`src/rtl/wr_ptr_full_level_if.sv`:
```
// Write-side bus of the async FIFO: the write client request, the synchronised
// read pointer and programming inputs, and the status/pointer outputs.
//
// Handshake: winc is a request, full is the (inverted) ready. A write is taken
// on a wclk edge only if full was low before that edge. A winc while full is
// dropped, leaves the pointers alone and sets the sticky overflow flag.
interface wr_ptr_full_level_if #(
  parameter int ADDR_SIZE = 4
);
  logic                 winc;
  logic [ADDR_SIZE:0]   wq_rptr;
  logic [ADDR_SIZE:0]   afull_thresh;
  logic                 ovf_clr;
  logic                 full;
  logic                 almost_full;
  logic                 overflow;
  logic [ADDR_SIZE:0]   wr_ptr;
  logic [ADDR_SIZE-1:0] waddr;
  logic [ADDR_SIZE:0]   wlevel;
  logic [ADDR_SIZE:0]   wfree;

  // Write client / environment side
  modport master (
    output winc, wq_rptr, afull_thresh, ovf_clr,
    input  full, almost_full, overflow, wr_ptr, waddr, wlevel, wfree
  );

  // Pointer/status block side
  modport slave (
    input  winc, wq_rptr, afull_thresh, ovf_clr,
    output full, almost_full, overflow, wr_ptr, waddr, wlevel, wfree
  );
endinterface

```
`src/rtl/wr_ptr_full_level.sv`:
```
// Write pointer, full, fill level, almost-full and overflow tracking for the
// write clock domain of an asynchronous FIFO. All outputs are registered;
// nothing combinational runs from winc to an output.
module wr_ptr_full_level #(
  parameter int ADDR_SIZE = 4
) (
  input  logic                  wclk,
  input  logic                  wrst,
  wr_ptr_full_level_if.slave    bus
);
  localparam int PW = ADDR_SIZE + 1;
  localparam logic [PW-1:0] DEPTH_V   = {1'b1, {ADDR_SIZE{1'b0}}};
  // Full when the Gray write pointer equals the read pointer with its two
  // top bits inverted; this mask flips exactly those two bits.
  localparam logic [PW-1:0] FULL_MASK = DEPTH_V | (DEPTH_V >> 1);

  logic [PW-1:0] wr_ptr_bin;
  logic [PW-1:0] gray_r;
  logic [PW-1:0] wlevel_r;
  logic [PW-1:0] wfree_r;
  logic          full_r;
  logic          afull_r;
  logic          ovf_r;

  logic          accept;
  logic [PW-1:0] bin_next;
  logic [PW-1:0] gray_next;
  logic [PW-1:0] rbin;
  logic [PW-1:0] level_next;
  logic [PW-1:0] thresh_sat;
  logic          full_next;
  logic          afull_next;
  logic          ovf_next;

  // Accept against the registered full and advance the binary/Gray pointer
  always_comb begin
    accept    = bus.winc & ~full_r;
    bin_next  = wr_ptr_bin + {{ADDR_SIZE{1'b0}}, accept};
    gray_next = bin_next ^ (bin_next >> 1);
  end

  // Gray-to-binary of the synchronised read pointer: bit i is the XOR of
  // all Gray bits from i up to the MSB
  always_comb begin
    rbin = '0;
    for (int i = 0; i < PW; i++) begin
      rbin[i] = ^(bus.wq_rptr >> i);
    end
  end

  // Next-state flags and counts, all based on the post-edge pointer
  always_comb begin
    full_next  = (gray_next == (bus.wq_rptr ^ FULL_MASK));
    level_next = bin_next - rbin;
    thresh_sat = (bus.afull_thresh > DEPTH_V) ? DEPTH_V : bus.afull_thresh;
    afull_next = (bus.afull_thresh != '0) && (level_next >= thresh_sat);
    // A blocked write sets the flag and beats a simultaneous clear
    ovf_next   = (bus.winc & full_r) | (ovf_r & ~bus.ovf_clr);
  end

  // State registers with asynchronous active-high reset
  always_ff @(posedge wclk or posedge wrst) begin
    if (wrst) begin
      wr_ptr_bin <= '0;
      gray_r     <= '0;
      full_r     <= 1'b0;
      afull_r    <= 1'b0;
      ovf_r      <= 1'b0;
      wlevel_r   <= '0;
      wfree_r    <= DEPTH_V;
    end else begin
      wr_ptr_bin <= bin_next;
      gray_r     <= gray_next;
      full_r     <= full_next;
      afull_r    <= afull_next;
      ovf_r      <= ovf_next;
      wlevel_r   <= level_next;
      wfree_r    <= DEPTH_V - level_next;
    end
  end

  assign bus.full        = full_r;
  assign bus.almost_full = afull_r;
  assign bus.overflow    = ovf_r;
  assign bus.wr_ptr      = gray_r;
  assign bus.waddr       = wr_ptr_bin[ADDR_SIZE-1:0];
  assign bus.wlevel      = wlevel_r;
  assign bus.wfree       = wfree_r;
endmodule

```
`src/flat_wrapper.sv`:
```
// flat-port wrapper written by rule: the top's interface ports become plain ports
module wr_ptr_full_level_flat 
#(
  parameter int ADDR_SIZE = 4
)
  (wclk, wrst, bus_winc, bus_wq_rptr, bus_afull_thresh, bus_ovf_clr, bus_full, bus_almost_full, bus_overflow, bus_wr_ptr, bus_waddr, bus_wlevel, bus_wfree);
  wr_ptr_full_level_if #(.ADDR_SIZE(ADDR_SIZE)) bus_i ();
  input  logic wclk;
  input  logic wrst;
  input wire logic [$bits(bus_i.winc)-1:0] bus_winc;
  input wire logic [$bits(bus_i.wq_rptr)-1:0] bus_wq_rptr;
  input wire logic [$bits(bus_i.afull_thresh)-1:0] bus_afull_thresh;
  input wire logic [$bits(bus_i.ovf_clr)-1:0] bus_ovf_clr;
  output wire logic [$bits(bus_i.full)-1:0] bus_full;
  output wire logic [$bits(bus_i.almost_full)-1:0] bus_almost_full;
  output wire logic [$bits(bus_i.overflow)-1:0] bus_overflow;
  output wire logic [$bits(bus_i.wr_ptr)-1:0] bus_wr_ptr;
  output wire logic [$bits(bus_i.waddr)-1:0] bus_waddr;
  output wire logic [$bits(bus_i.wlevel)-1:0] bus_wlevel;
  output wire logic [$bits(bus_i.wfree)-1:0] bus_wfree;
  assign bus_i.winc = bus_winc;
  assign bus_i.wq_rptr = bus_wq_rptr;
  assign bus_i.afull_thresh = bus_afull_thresh;
  assign bus_i.ovf_clr = bus_ovf_clr;
  assign bus_full = bus_i.full;
  assign bus_almost_full = bus_i.almost_full;
  assign bus_overflow = bus_i.overflow;
  assign bus_wr_ptr = bus_i.wr_ptr;
  assign bus_waddr = bus_i.waddr;
  assign bus_wlevel = bus_i.wlevel;
  assign bus_wfree = bus_i.wfree;
  wr_ptr_full_level #(.ADDR_SIZE(ADDR_SIZE)) u_core (.wclk(wclk), .wrst(wrst), .bus(bus_i));
endmodule
```
`config.mk`:
```
export PLATFORM = sky130hd
export DESIGN_NAME = wr_ptr_full_level_flat
export DESIGN_NICKNAME = d
export VERILOG_FILES = /design/src/rtl/wr_ptr_full_level_if.sv /design/src/rtl/wr_ptr_full_level.sv /design/src/flat_wrapper.sv
export SDC_FILE = /design/constraint.sdc
export NUM_CORES = 1
export LEC_CHECK = 0
export CAP_MARGIN = 10
export CORE_AREA = 3 3 61 63
export CTS_CLUSTER_DIAMETER = 60
export DETAILED_ROUTE_END_ITERATION = 6
export DIE_AREA = 0 0 64 66
export PLACE_DENSITY = 0.67
export RECOVER_POWER = 50
export SLEW_MARGIN = 10
export SYNTH_ARGS = -nofsm -noshare
export SYNTH_HDL_FRONTEND = slang
export SYNTH_SLANG_ARGS = --single-unit
```
`constraint.sdc`:
```
create_clock -name wclk -period 3.25 [get_ports wclk]
set_clock_uncertainty 0.05 [all_clocks]
set_input_delay 0.65 -clock wclk [delete_from_list [all_inputs] [get_ports wclk]]
set_output_delay 0.65 -clock wclk [all_outputs]
set_load 0.01 [all_outputs]
```
==> impl_metrics.tcl, run 1 <==
set metrics [dict create \
    drive_above_1_share 0.277 \
    area_growth_pct 58.2 \
    maxCapViolations 0 \
    core.rowCount 21 \
    dp_hpwl_mm 2.18 \
    drt-total-wl_mm 2.73 \
    worstSetupStartpointType "input port" \
    yosysUniqueCellTypes 30 \
    final_common_cell "buf_4" \
    synth_top_area_frac 0.397 \
    final_cell_mix "buf_4, clkdlybuf4s50_1, dfrtp_1, xnor2_1, inv_1" \
    hold_viol_final 0 \
    clock_latency_ns 0.30 \
    crit_type "in2reg" \
    antenna_found_initial 0 \
    timing.final.max_slew_violations 0 \
    cts_max_level 1 \
    drtIter0Drc 15 \
    cp_slowest_cell "clkdlybuf4s50_1" \
    fmax_mhz 319 \
    power.density_mw_per_mm2 1290 \
    layout_min_cycle_time_ns 3.14 \
    synthesis.nets 141 \
    crit_required_ns 3.43 \
    finish.instance_area_sq_mm 0.00199 \
    ios 36 \
    syn-cell-area_sq_mm 0.00126 \
    p_leak_nw 0.919 \
    core_sq_mm 0.00328 \
    yosysWarnings 0 \
    hp-class "reg2reg" \
    grt_pass1_wl_mm 4.40 \
    via_per_inst 4.47 \
    clkTransAtPathRegs_ns 0.12 \
    cp_max_fo 2 \
    max_stage_delay_ns 0.58 \
    grt_max_degree 22 \
    async_flop_share 1.00 \
    hold_buffers 0 \
    avgSynthCellArea_sq_um 10.9 \
    synth_flop_cell "dfrtp_1" \
    cts_sinks 21 \
    whs_ns 0.492 \
    ys_seq_area_frac 0.418 \
    utilization 0.607 \
    end_kind "register" \
    num_antenna_cells 0 \
    synthCells 116 \
    numCtsBuffers 3 \
    post-route-period-util 0.965 \
    worst_slew_pin_slew_ns 0.776 \
    tritoncts "done" \
    worstPathCellList "clkdlybuf4s50_1, xor2_2, xnor2_1, ha_2, fa_2, nand2b_4, o221ai_4, xnor2_2, ha_1, nand3_1, mux2_4, o221ai_2" \
    multiInputGateArea_sq_um 779 \
    place_area_sq_mm 0.00190 \
    cpLargestDelayFamily "adder cells" \
    synth-seq-cells 21 \
    slew_headroom 0.482 \
    nets 210 \
    io_buffer_count 35 \
    power.total_w 0.00258 \
    die-area_sq_mm 0.00422 \
    start_util 0.384 \
    grt_usage 0.133 \
    grt_pass1_vias 973 \
    place.gp.congestion 0.844 \
    vias 1028 \
    finalSetupViolations 0 \
    outcome "completed" \
    worst-path-buf-inv 1 \
    cts_root_buffer "clkbuf_4" \
    overflow 0 \
    ant_nets 0 \
    synth_edf_count 0 \
    synth.area.top_cells "dfrtp_1, xnor2_1, ha_1, xor2_1, inv_1" \
    firstDrtPassIters 4 \
    area.sequential_sq_um 527 \
    wire_per_inst_microns 11.9 \
    dieWidth_microns 64 \
    synth_top_area_cell "dfrtp_1" \
    fill_cells 279 \
    arrival_ns 3.32 \
    ir_worst_vdd_v 0.000607 \
    die_h_microns 66 \
    clock_path_buffers 2 \
    setup-tns-final_ns 0 \
    remaining_drc_errors 0 \
]
[final timing paths]
path                            startpoint                endpoint  slack (ns)  cells past startpoint
max                         bus_wq_rptr[1]  u_core.bus.almost_full        0.11                     12
min                        u_core.bus.full     u_core.bus.overflow        0.49                      2
min reg2reg                u_core.bus.full     u_core.bus.overflow        0.49                      2
max in group asynchronous             wrst    u_core.bus.wr_ptr[3]        1.80                      2
min in group asynchronous             wrst    u_core.bus.wlevel[2]        0.87                      2
max reg2reg                u_core.bus.full  u_core.bus.almost_full        0.46                     12
[stage by stage]
step                setup slack (ns)  instances
finish                         0.113        230
global route                 -0.0230        230
CTS                         0.000968        228
detailed placement            -0.596        223
global placement              -0.517        223
floorplan                    -0.0205        116
[registers in the layout, indices dropped and copies added, names as in the netlist]
| name | count |
|---|---|
| u_core.bus.full | 1 |
| u_core.bus.almost_full | 1 |
| u_core.wr_ptr_bin | 4 |
| u_core.bus.wfree | 5 |
| u_core.bus.wr_ptr | 5 |
| u_core.bus.wlevel | 4 |
| u_core.bus.overflow | 1 |
[metal layers]
metal  share of wire  global-route usage  wire (microns)  vias to the layer above
met3           0.048              0.0153             130                        4
met2            0.48               0.218            1310                       24
met1            0.46               0.177            1260                      481
met4           0.011              0.0566              31                        0
met5               0                   0               0                        -
li1                -                   -               -                      519
[cell type report]
cell class                 instances  area share
timing repair buffer              65       0.277
clock buffer                       3      0.0113
multi-input combinational         81       0.391
clock inverter                     1     0.00251
tap                               46      0.0289
inverter                          13      0.0245
sequential                        21       0.264
[power breakdown]
part	total [W]	internal (W)	switching (W)
registers	0.000483	0.000418	0.0000649
logic	0.00197	0.00112	0.000852
clock network	0.000124	0.0000458	0.0000782
[synthesized netlist by cell type (2+ instances only)]
library cell	number
xnor3_1	2
xor2_1	7
a21oi_1	3
inv_1	13
ha_1	10
nor2b_1	3
xnor2_1	16
nand3_1	3
dfrtp_1	20
nand2b_1	3
nand2_1	12
o21ai_0	3
nor3_1	2
nor2_1	3
[logic make-up after synthesis]
| group | synth area share |
|---|---|
| buffers and inverters | 0.0447 |
| AOI/OAI and AO/OA | 0.0735 |
| adders and majority gates | 0.115 |
| muxes | 0.0119 |
| and+or+nand+nor | 0.122 |
| xor gates and xnor gates | 0.214 |
| DFF | 0.418 |
[tightest hold or removal path, cell delays in order, from the launching register on]
cell	delay, ns
dfrtp_1	0.40
nand2_1	0.05
o21ai_0	0.06
[repair_timing]
action | CTS | global route
pin swaps | 7 | 11
setup endpoints to repair | 1 | 1
resized for setup | 5 | 12
setup buffers | 1 | 2
Note: power is estimated with default switching activity, not from simulation.
==> run 2, diff against run 1 <==
--- a/config.mk
+++ b/config.mk
@@ -10,6 +10,7 @@
 export CTS_CLUSTER_DIAMETER = 60
 export DETAILED_ROUTE_END_ITERATION = 6
 export DIE_AREA = 0 0 64 66
+export GPL_TIMING_DRIVEN = 0
 export PLACE_DENSITY = 0.67
 export RECOVER_POWER = 50
 export SLEW_MARGIN = 10
==> run 2 against run 1 <==
Utilization shrank 4.2 points; final area decreased by 6.8%; via count fell by 7.1%; largest cell class unchanged; largest power group unchanged; highest routed layer unchanged.
==> impl_metrics.tcl, run 2 (synthesized netlist as in run 1, its figures left out) <==
set metrics [dict create \
    timing.final.max_slew_violations 0 \
    worstSetupStartpointType "input port" \
    overflow 0 \
    antenna_found_initial 0 \
    crit_required_ns 3.41 \
    cp_max_fo 5 \
    slew_headroom 0.508 \
    ir_worst_vdd_v 0.000503 \
    power.total_w 0.00235 \
    clkTransAtPathRegs_ns 0.11 \
    whs_ns 0.499 \
    vias 955 \
    grt_max_degree 22 \
    firstDrtPassIters 4 \
    post-place-ws_ns -0.794 \
    hold_viol_final 0 \
    worst_slack_ns 0.0909 \
    wire_per_inst_microns 12.2 \
    rr_endpoint "u_core.bus.almost_full" \
    finish.instance_area_sq_mm 0.00186 \
    final_cell_mix "clkdlybuf4s50_1, dfrtp_1, xnor2_1, inv_1" \
    worst_slew_pin_slew_ns 0.737 \
    core.rowCount 21 \
    ios 36 \
    die_h_microns 66 \
    startpoint "bus_wq_rptr[4]" \
    start_util 0.384 \
    nets 191 \
    dieWidth_microns 64 \
    place.gp.congestion 0.781 \
    reg2reg_from "u_core.bus.full" \
    outcome "completed" \
    clock_latency_ns 0.29 \
    power.density_mw_per_mm2 1270 \
    reg2regPathDepth 11 \
    place_area_sq_mm 0.00170 \
    hp-class "reg2reg" \
    tritoncts "done" \
    hold_buffers 0 \
    drtIter0Drc 8 \
    p_leak_nw 0.863 \
    io_buffer_count 35 \
    drive_above_1_share 0.224 \
    end_kind "register" \
    final_common_cell "clkdlybuf4s50_1" \
    maxCapViolations 0 \
    hold_start "u_core.bus.overflow" \
    core_sq_mm 0.00328 \
    post-route-period-util 0.972 \
    grt_usage 0.127 \
    hold_depth 2 \
    fmax_mhz 317 \
    die-area_sq_mm 0.00422 \
    hold_path_end "u_core.bus.overflow" \
    finalSetupViolations 0 \
    ant_nets 0 \
    num_antenna_cells 0 \
    remaining_drc_errors 0 \
    grt_pass1_vias 948 \
    crit_type "in2reg" \
    r2r_setup_slack_ns 0.21 \
    layout_min_cycle_time_ns 3.16 \
    cts_root_buffer "clkbuf_4" \
    grt_pass1_wl_mm 4.21 \
    drt-total-wl_mm 2.57 \
    numCtsBuffers 3 \
    area_growth_pct 47.4 \
    via_per_inst 4.53 \
    cts_max_level 1 \
    cts_sinks 21 \
    clock_path_buffers 2 \
    setup-tns-final_ns 0 \
    dp_hpwl_mm 1.90 \
    arrival_ns 3.32 \
]
[run 2: how the worst max path moves through the flow]
stage / slack, ns / endpoint / cells past startpoint
finish: 0.09 / u_core.bus.almost_full / 13
global route: -0.01 / u_core.bus.almost_full / 13
CTS: 0.003 / u_core.bus.almost_full / 12
detailed placement: -0.79 / u_core.bus.almost_full / 13
global placement: -0.74 / u_core.bus.almost_full / 13
floorplan: -0.02 / u_core.bus.almost_full / 12
[run 2: worst max-delay path, cell delays in order]
cell and delay, ns:
buf_4 0.14, xnor3_2 0.41, xor2_2 0.18, xnor2_1 0.15, ha_2 0.19, fa_2 0.35, nand2b_4 0.16, o221ai_4 0.19
xnor2_2 0.10, ha_1 0.32, nand3_1 0.08, mux2_4 0.26, o221ai_2 0.12
[run 2: final cells by class]
class | instances | area, sq um
clock buffer | 3 | 22.5
fill | 287 | 1430
timing repair buffer | 45 | 420
sequential | 21 | 527
multi-input combinational | 81 | 768
tap | 46 | 57.6
inverter | 13 | 48.8
clock inverter | 1 | 5.00
buffer | 1 | 7.51
[run 2: per-layer routing]
layer | track usage | part of all wire
met1 | 0.159 | 0.43
met2 | 0.221 | 0.52
met3 | 0.0187 | 0.039
met4 | 0.0485 | 0.012
met5 | 0 | 0
[run 2: repair_timing]
| item | in CTS | in global routing |
|---|---|---|
| pin swaps | 11 | 9 |
| setup endpoints to repair | 3 | 1 |
| setup buffers | 6 | 4 |
| endpoints found under the hold margin | 0 | 0 |
| resized for setup | 20 | 18 |
[run 2: per-stage QoR]
stage               cells   util
finish                211  0.565
global route          211  0.565
CTS                   207  0.552
detailed placement    197  0.518
global placement      197  0.518
floorplan             116      -
[run 2: power by group]
part	internal, W	switching [W]
clock	0.0000457	0.0000719
sequential	0.000418	0.0000595
combinational	0.000943	0.000811
total	0.00141	0.000942
==> variant 1 (settings of run 2) <==
`ADDR_SIZE` is set to 4 in 3 places; all go to 2.
--- a/src/rtl/wr_ptr_full_level_if.sv
+++ b/src/rtl/wr_ptr_full_level_if.sv
@@ -5,7 +5,7 @@
 // on a wclk edge only if full was low before that edge. A winc while full is
 // dropped, leaves the pointers alone and sets the sticky overflow flag.
 interface wr_ptr_full_level_if #(
-  parameter int ADDR_SIZE = 4
+  parameter int ADDR_SIZE = 2
 );
   logic                 winc;
   logic [ADDR_SIZE:0]   wq_rptr;
--- a/src/rtl/wr_ptr_full_level.sv
+++ b/src/rtl/wr_ptr_full_level.sv
@@ -2,7 +2,7 @@
 // write clock domain of an asynchronous FIFO. All outputs are registered;
 // nothing combinational runs from winc to an output.
 module wr_ptr_full_level #(
-  parameter int ADDR_SIZE = 4
+  parameter int ADDR_SIZE = 2
 ) (
   input  logic                  wclk,
   input  logic                  wrst,
--- a/src/flat_wrapper.sv
+++ b/src/flat_wrapper.sv
@@ -1,7 +1,7 @@
 // flat-port wrapper written by rule: the top's interface ports become plain ports
 module wr_ptr_full_level_flat 
 #(
-  parameter int ADDR_SIZE = 4
+  parameter int ADDR_SIZE = 2
 )
   (wclk, wrst, bus_winc, bus_wq_rptr, bus_afull_thresh, bus_ovf_clr, bus_full, bus_almost_full, bus_overflow, bus_wr_ptr, bus_waddr, bus_wlevel, bus_wfree);
   wr_ptr_full_level_if #(.ADDR_SIZE(ADDR_SIZE)) bus_i ();
Ports: changed (6 resized); port bits go from 36 to 24. No check against the original RTL was run, so the function may have changed too.
==> variant 1 against run 2 <==
  * Critical path depth shrank 1
  * Worst setup slack gained 0.043 ns
  * Sequential cell count fell by 8
  * Via count down 50%
  * Area after synthesis fell by 43%
  * Routed wire length is 52% lower
  * Synthesized cell count fell by 49%
  * Critical endpoint unchanged
  * Die area is the same
  * Total power down 50%
  * First-iteration DRC count did not move
  * Final cell count shrank 36%
  * Design area fell by 43%
  * Sequential power fell by 37%
==> variant 1: results (changes against run 2) <==
Clock network
  • Root buffer cell: clkbuf_4 (unchanged)
  • Clock buffer depth: 2 (unchanged)
  • Clk_lat worst skew: 0.26 ns (was 0.29 ns)
  • Clock-pin slew on the worst setup and hold paths: 0.07 ns (was 0.11 ns)
  • Clock buffer count from CTS: 3 (unchanged)

Power and ir drop
  • Sw Share: 36.3% (was 40.1%)
  • Max VDD drop: 0.000241 V (was 0.000503 V)
  • Reg power frac: 25.4% (was 20.3%)
  • Total power: 1.18 mW (was 2.35 mW)
  • Comb power frac: 66.6% (was 74.6%)
  • Leak pwr: 0.482 nW (was 0.863 nW)

Worst setup path
  • Crit-path max FO: 7 (was 5)
  • CP Launch Point: bus_winc (was bus_wq_rptr[4])
  • R2R setup slack: 0.61 ns (was 0.21 ns)
  • Crit path DAT: 3.22 ns (was 3.32 ns)
  • Worst path slowest cell: clkdlybuf4s50_1 (was xnor3_2)
  • Crit path max-delay family: adder cells (unchanged)

Run status
  • Status: completed (unchanged)

STA
  • Slew margin rel.: 67.5% (was 50.8%)
  • Fin Hold WS: 0.483 ns (was 0.499 ns)

Placement
  • IO Port Bufs: 23 (was 35)
  • Dpl hpwl: 1030 um (was 1900 um)
  • Gpl congestion: 0.719 (was 0.781)

Yosys
  • Synth top area cells: dfrtp_1 42%, ha_1 10%, xnor2_2 4.5% (was dfrtp_1 40%, xnor2_1 11%, ha_1 9.9%)
  • Syn Nets: 76 (was 141)
  • Post-synth top cells: 12 x dfrtp_1, 8 x inv_1, 6 x ha_1 (was 20 x dfrtp_1, 16 x xnor2_1, 13 x inv_1)
  • Cell variety after synth: 26 (was 30)
  • Sequential element share of the synthesized area: 45.4% (was 41.8%)

GRT
  • Largest net degree at the start of global routing: 14 (was 22)
  • Vias in the first global route: 509 (was 948)
  • Global-route wire length before repair: 2180 um (was 4210 um)
  • Total track usage: 6.89% (was 12.7%)
  • Antenna violations before repair: 0 (unchanged)

Drt
  • Vias: 475 (was 955)
  • Drt wl/cell: 9.13 um (was 12.2 um)

Worst hold path
  • Worst hold path class: reg2reg (unchanged)

Cells and area
  • Fillcell total: 333 (was 287)
  • Final #Nets: 106 (was 191)
  • Layout cell share with drive strength beyond 1: 18.2% (was 22.4%)
-- variant 1: changes by cell type after synthesis, sizes merged, moves of 3 or more --
cell,run 2,this run
xnor2,16,5
dfrtp,20,12
nand2,12,4
inv,13,8
ha,10,6
nand3,3,0
xor2,7,4
-- variant 1: cells by family (layout without fill, tap and decap cells) --
logic type,count (synthesis),in the layout,share of synthesized area (%)
AO/OA/AOI/OAI,5,5,4.17
XOR/XNOR,10,10,19.8
adder cells (fa/ha/maj),7,7,13.2
buffers and inverters,10,39,5.91
flip-flops,13,13,45.4
AND/OR/NAND/NOR,14,14,11.5
-- variant 1: final cells by class --
| type | instances | area (um2) | area share (%) |
|---|---|---|---|
| timing repair buffer | 25 | 245 | 23.3 |
| sequential | 13 | 327 | 31.0 |
| tap | 46 | 57.6 | 5.46 |
| inverter | 8 | 30.0 | 2.85 |
| multi-input combinational | 36 | 353 | 33.5 |
| buffer | 2 | 15.0 | 1.43 |
| clock buffer | 4 | 26.3 | 2.49 |
-- variant 1: worst min-delay path by stage --
| stage | to | startpoint | cells past startpoint |
|---|---|---|---|
| after floorplan | u_core.bus.almost_full | wrst | 1 |
| after global placement | u_core.wr_ptr_bin[1] | u_core.wr_ptr_bin[1] | 1 |
| after detailed placement | u_core.wr_ptr_bin[1] | u_core.wr_ptr_bin[1] | 1 |
| after CTS | u_core.wr_ptr_bin[1] | u_core.wr_ptr_bin[1] | 1 |
| after global routing | u_core.wr_ptr_bin[1] | u_core.wr_ptr_bin[1] | 1 |
| final | u_core.wr_ptr_bin[1] | u_core.wr_ptr_bin[1] | 1 |
-- variant 1: worst register-to-register path, cell delays in order, from the launching register on --
cell and delay, ns:
dfrtp_1 0.41, nor2b_4 0.07, and2_0 0.17, ha_1 0.29
clkbuf_4 0.18, inv_1 0.08, fa_2 0.40, xor2_2 0.17
xnor2_2 0.26, ha_1 0.28, a21oi_1 0.13, nor2_1 0.06
-- variant 1: through the flow --
step                worst slack (ns)  instance area [um2]  std cells  setup TNS [ns]  util, %
CTS                           0.0564                 1030        132               0     31.5
detailed placement            -0.217                 1010        128          -0.217     30.7
global placement              -0.122                 1010        128          -0.122     30.7
global route                  0.0158                 1050        134               0     32.1
floorplan                      0.411                  719         59               0        -
finish                         0.134                 1050        134               0     32.1
-- variant 1: repair_timing --
action | 4_1_cts | 5_1_grt
buffers inserted | 0 | 2
setup endpoints to repair | 0 | 1
endpoints found under the hold margin | 0 | 0
resized for setup | 0 | 2
-- variant 1: metal layers --
layer  global-route usage [%]  up-vias  wire (um)
li1                         -      239          -
met1                     7.56      216        520
met2                     11.0       18        569
met3                     2.04        2        111
met4                     5.66        0         22
met5                        0        -          0
==> variant 2 (config.mk and constraints of run 2) <==
Without the edit above. Make the reset (`wrst`) synchronous in one clocked block. Comments in the files are not updated.
--- a/src/rtl/wr_ptr_full_level.sv
+++ b/src/rtl/wr_ptr_full_level.sv
@@ -59,7 +59,7 @@
   end
 
   // State registers with asynchronous active-high reset
-  always_ff @(posedge wclk or posedge wrst) begin
+  always_ff @(posedge wclk) begin
     if (wrst) begin
       wr_ptr_bin <= '0;
       gray_r     <= '0;
Formal check against the unedited RTL: differs if wrst is asserted again (counterexample within 4 cycles, from zero or initial values and one cycle with wrst high); with wrst held inactive, the same outputs for 10 cycles.
==> variant 2 against run 2 <==
  * Area after synthesis increased by 14%
  * Final cell count increased by 22%
  * Worst setup slack worse by 0.010 ns
  * Die area stayed put
  * Sequential cell count unchanged
  * Routed wire length is 40% higher
  * Design area up 15%
  * Critical path type unchanged
Power is not compared: it rests on default switching activity, and its combinational part moved more than twofold at a synthesized area within 25%.
==> variant 2: results (changes against run 2) <==
Yosys
  • Synth top area cells: dfxtp_1 29%, ha_1 8.7%, xnor2_1 7.3% (was dfrtp_1 40%, xnor2_1 11%, ha_1 9.9%)
  • Top_reg_cell synth: dfxtp_1 (was dfrtp_1)
  • Synth Instances: 155 (was 116)
  • Syn Nets: 180 (was 141)
  • Post-synth top cells: 23 x nor2_1, 21 x dfxtp_1, 12 x xnor2_1 (was 20 x dfrtp_1, 16 x xnor2_1, 13 x inv_1)
  • Sequential element share of the synthesized area: 29.3% (was 41.8%)
  • Cell variety after synth: 48 (was 30)

Placement
  • Placed cell area: 1840 um2 (was 1700 um2)

Drt
  • Wire length on met2: 1930 um (was 1330 um)
  • Number of vias per cell: 5.13 (was 4.53)
  • Iteration-0 DRC Markers: 41 (was 8)
  • Met1 wire length: 1440 um (was 1100 um)
  • Drt wl/cell: 14.0 um (was 12.2 um)

Worst setup path
  • Crit path max-delay family: compound AO/OA/AOI/OAI gates (was adder cells)
  • CP max stage delay: 0.46 ns (was 0.41 ns)

Clock network
  • Post-CTS Setup Bufs: 13 (was 6)
  • Post-cts sizing count: 28 (was 20)

Cells and area
  • Layout cell share with drive strength beyond 1: 29.4% (was 22.4%)
  • Num sequential: 21 (unchanged)
  • Non-clk bufs: 58 (was 46)
  • Design Area, Final: 2140 um2 (was 1860 um2)
  • Signal buf overhead: 25.0% (was 23.0%)
  • Multi-input gates: 116 (was 81)
  • Final #Nets: 237 (was 191)
  • Clk cell area share: 1.23% (was 1.48%)

GRT
  • Total track usage: 17.4% (was 12.7%)
  • Met2 usage: 32.6% (was 22.1%)
  • Largest net degree at the start of global routing: 12 (was 22)
  • Global-route wire length before repair: 5750 um (was 4210 um)
  • Met1 usage: 20.0% (was 15.9%)
  • Met3 usage: 2.04% (was 1.87%)

Run status
  • Status: completed (unchanged)

STA
  • Slew margin rel.: 54.1% (was 50.8%)
[variant 2: cell count changes after synthesis, sizes merged, moves of 3 or more]
| cell | delta |
|---|---|
| dfrtp | -20 |
| buf | +3 |
| nor2 | +20 |
| dfxtp | +21 |
| nor4 | +4 |
| nor4b | +3 |
| nand3 | +3 |
| nand2 | -7 |
[variant 2: final timing paths]
| kind | to | start | slack [ns] | cells after the start |
|---|---|---|---|---|
| hold reg to reg | u_core.bus.overflow | u_core.bus.overflow | 0.44 | 2 |
| setup reg to reg | u_core.bus.almost_full | u_core.wr_ptr_bin[2] | 0.31 | 14 |
| hold / removal | u_core.bus.overflow | u_core.bus.overflow | 0.44 | 2 |
| setup / recovery | u_core.bus.wfree[4] | bus_wq_rptr[4] | 0.08 | 12 |
[variant 2: where the power goes]
group | total (mW) | switching (mW) | internal [mW] | leakage, nW
combinational | 0.541 | 0.246 | 0.296 | 0.686
sequential | 0.316 | 0.0152 | 0.300 | 0.173
clock | 0.122 | 0.0739 | 0.0478 | 0.0150
[variant 2: metrics by stage]
step	setup slack, ns	setup TNS, ns
2_1_floorplan	-0.0987	-0.0987
3_3_place_gp	-0.870	-3.58
3_5_place_dp	-0.985	-3.90
4_1_cts	0.0155	0
5_1_grt	-0.0333	-0.0333
6_report	0.0808	0
[variant 2: cells by family after synthesis]
| group | count (synthesis) | synth area share (%) |
|---|---|---|
| adder cells (fa/ha/maj) | 11 | 10.1 |
| AO/OA/AOI/OAI | 20 | 12.3 |
| XOR/XNOR | 23 | 17.2 |
| flip-flops | 21 | 29.3 |
| multiplexers | 2 | 1.74 |
| AND/OR/NAND/NOR | 60 | 23.5 |
| buffers and inverters | 18 | 5.84 |
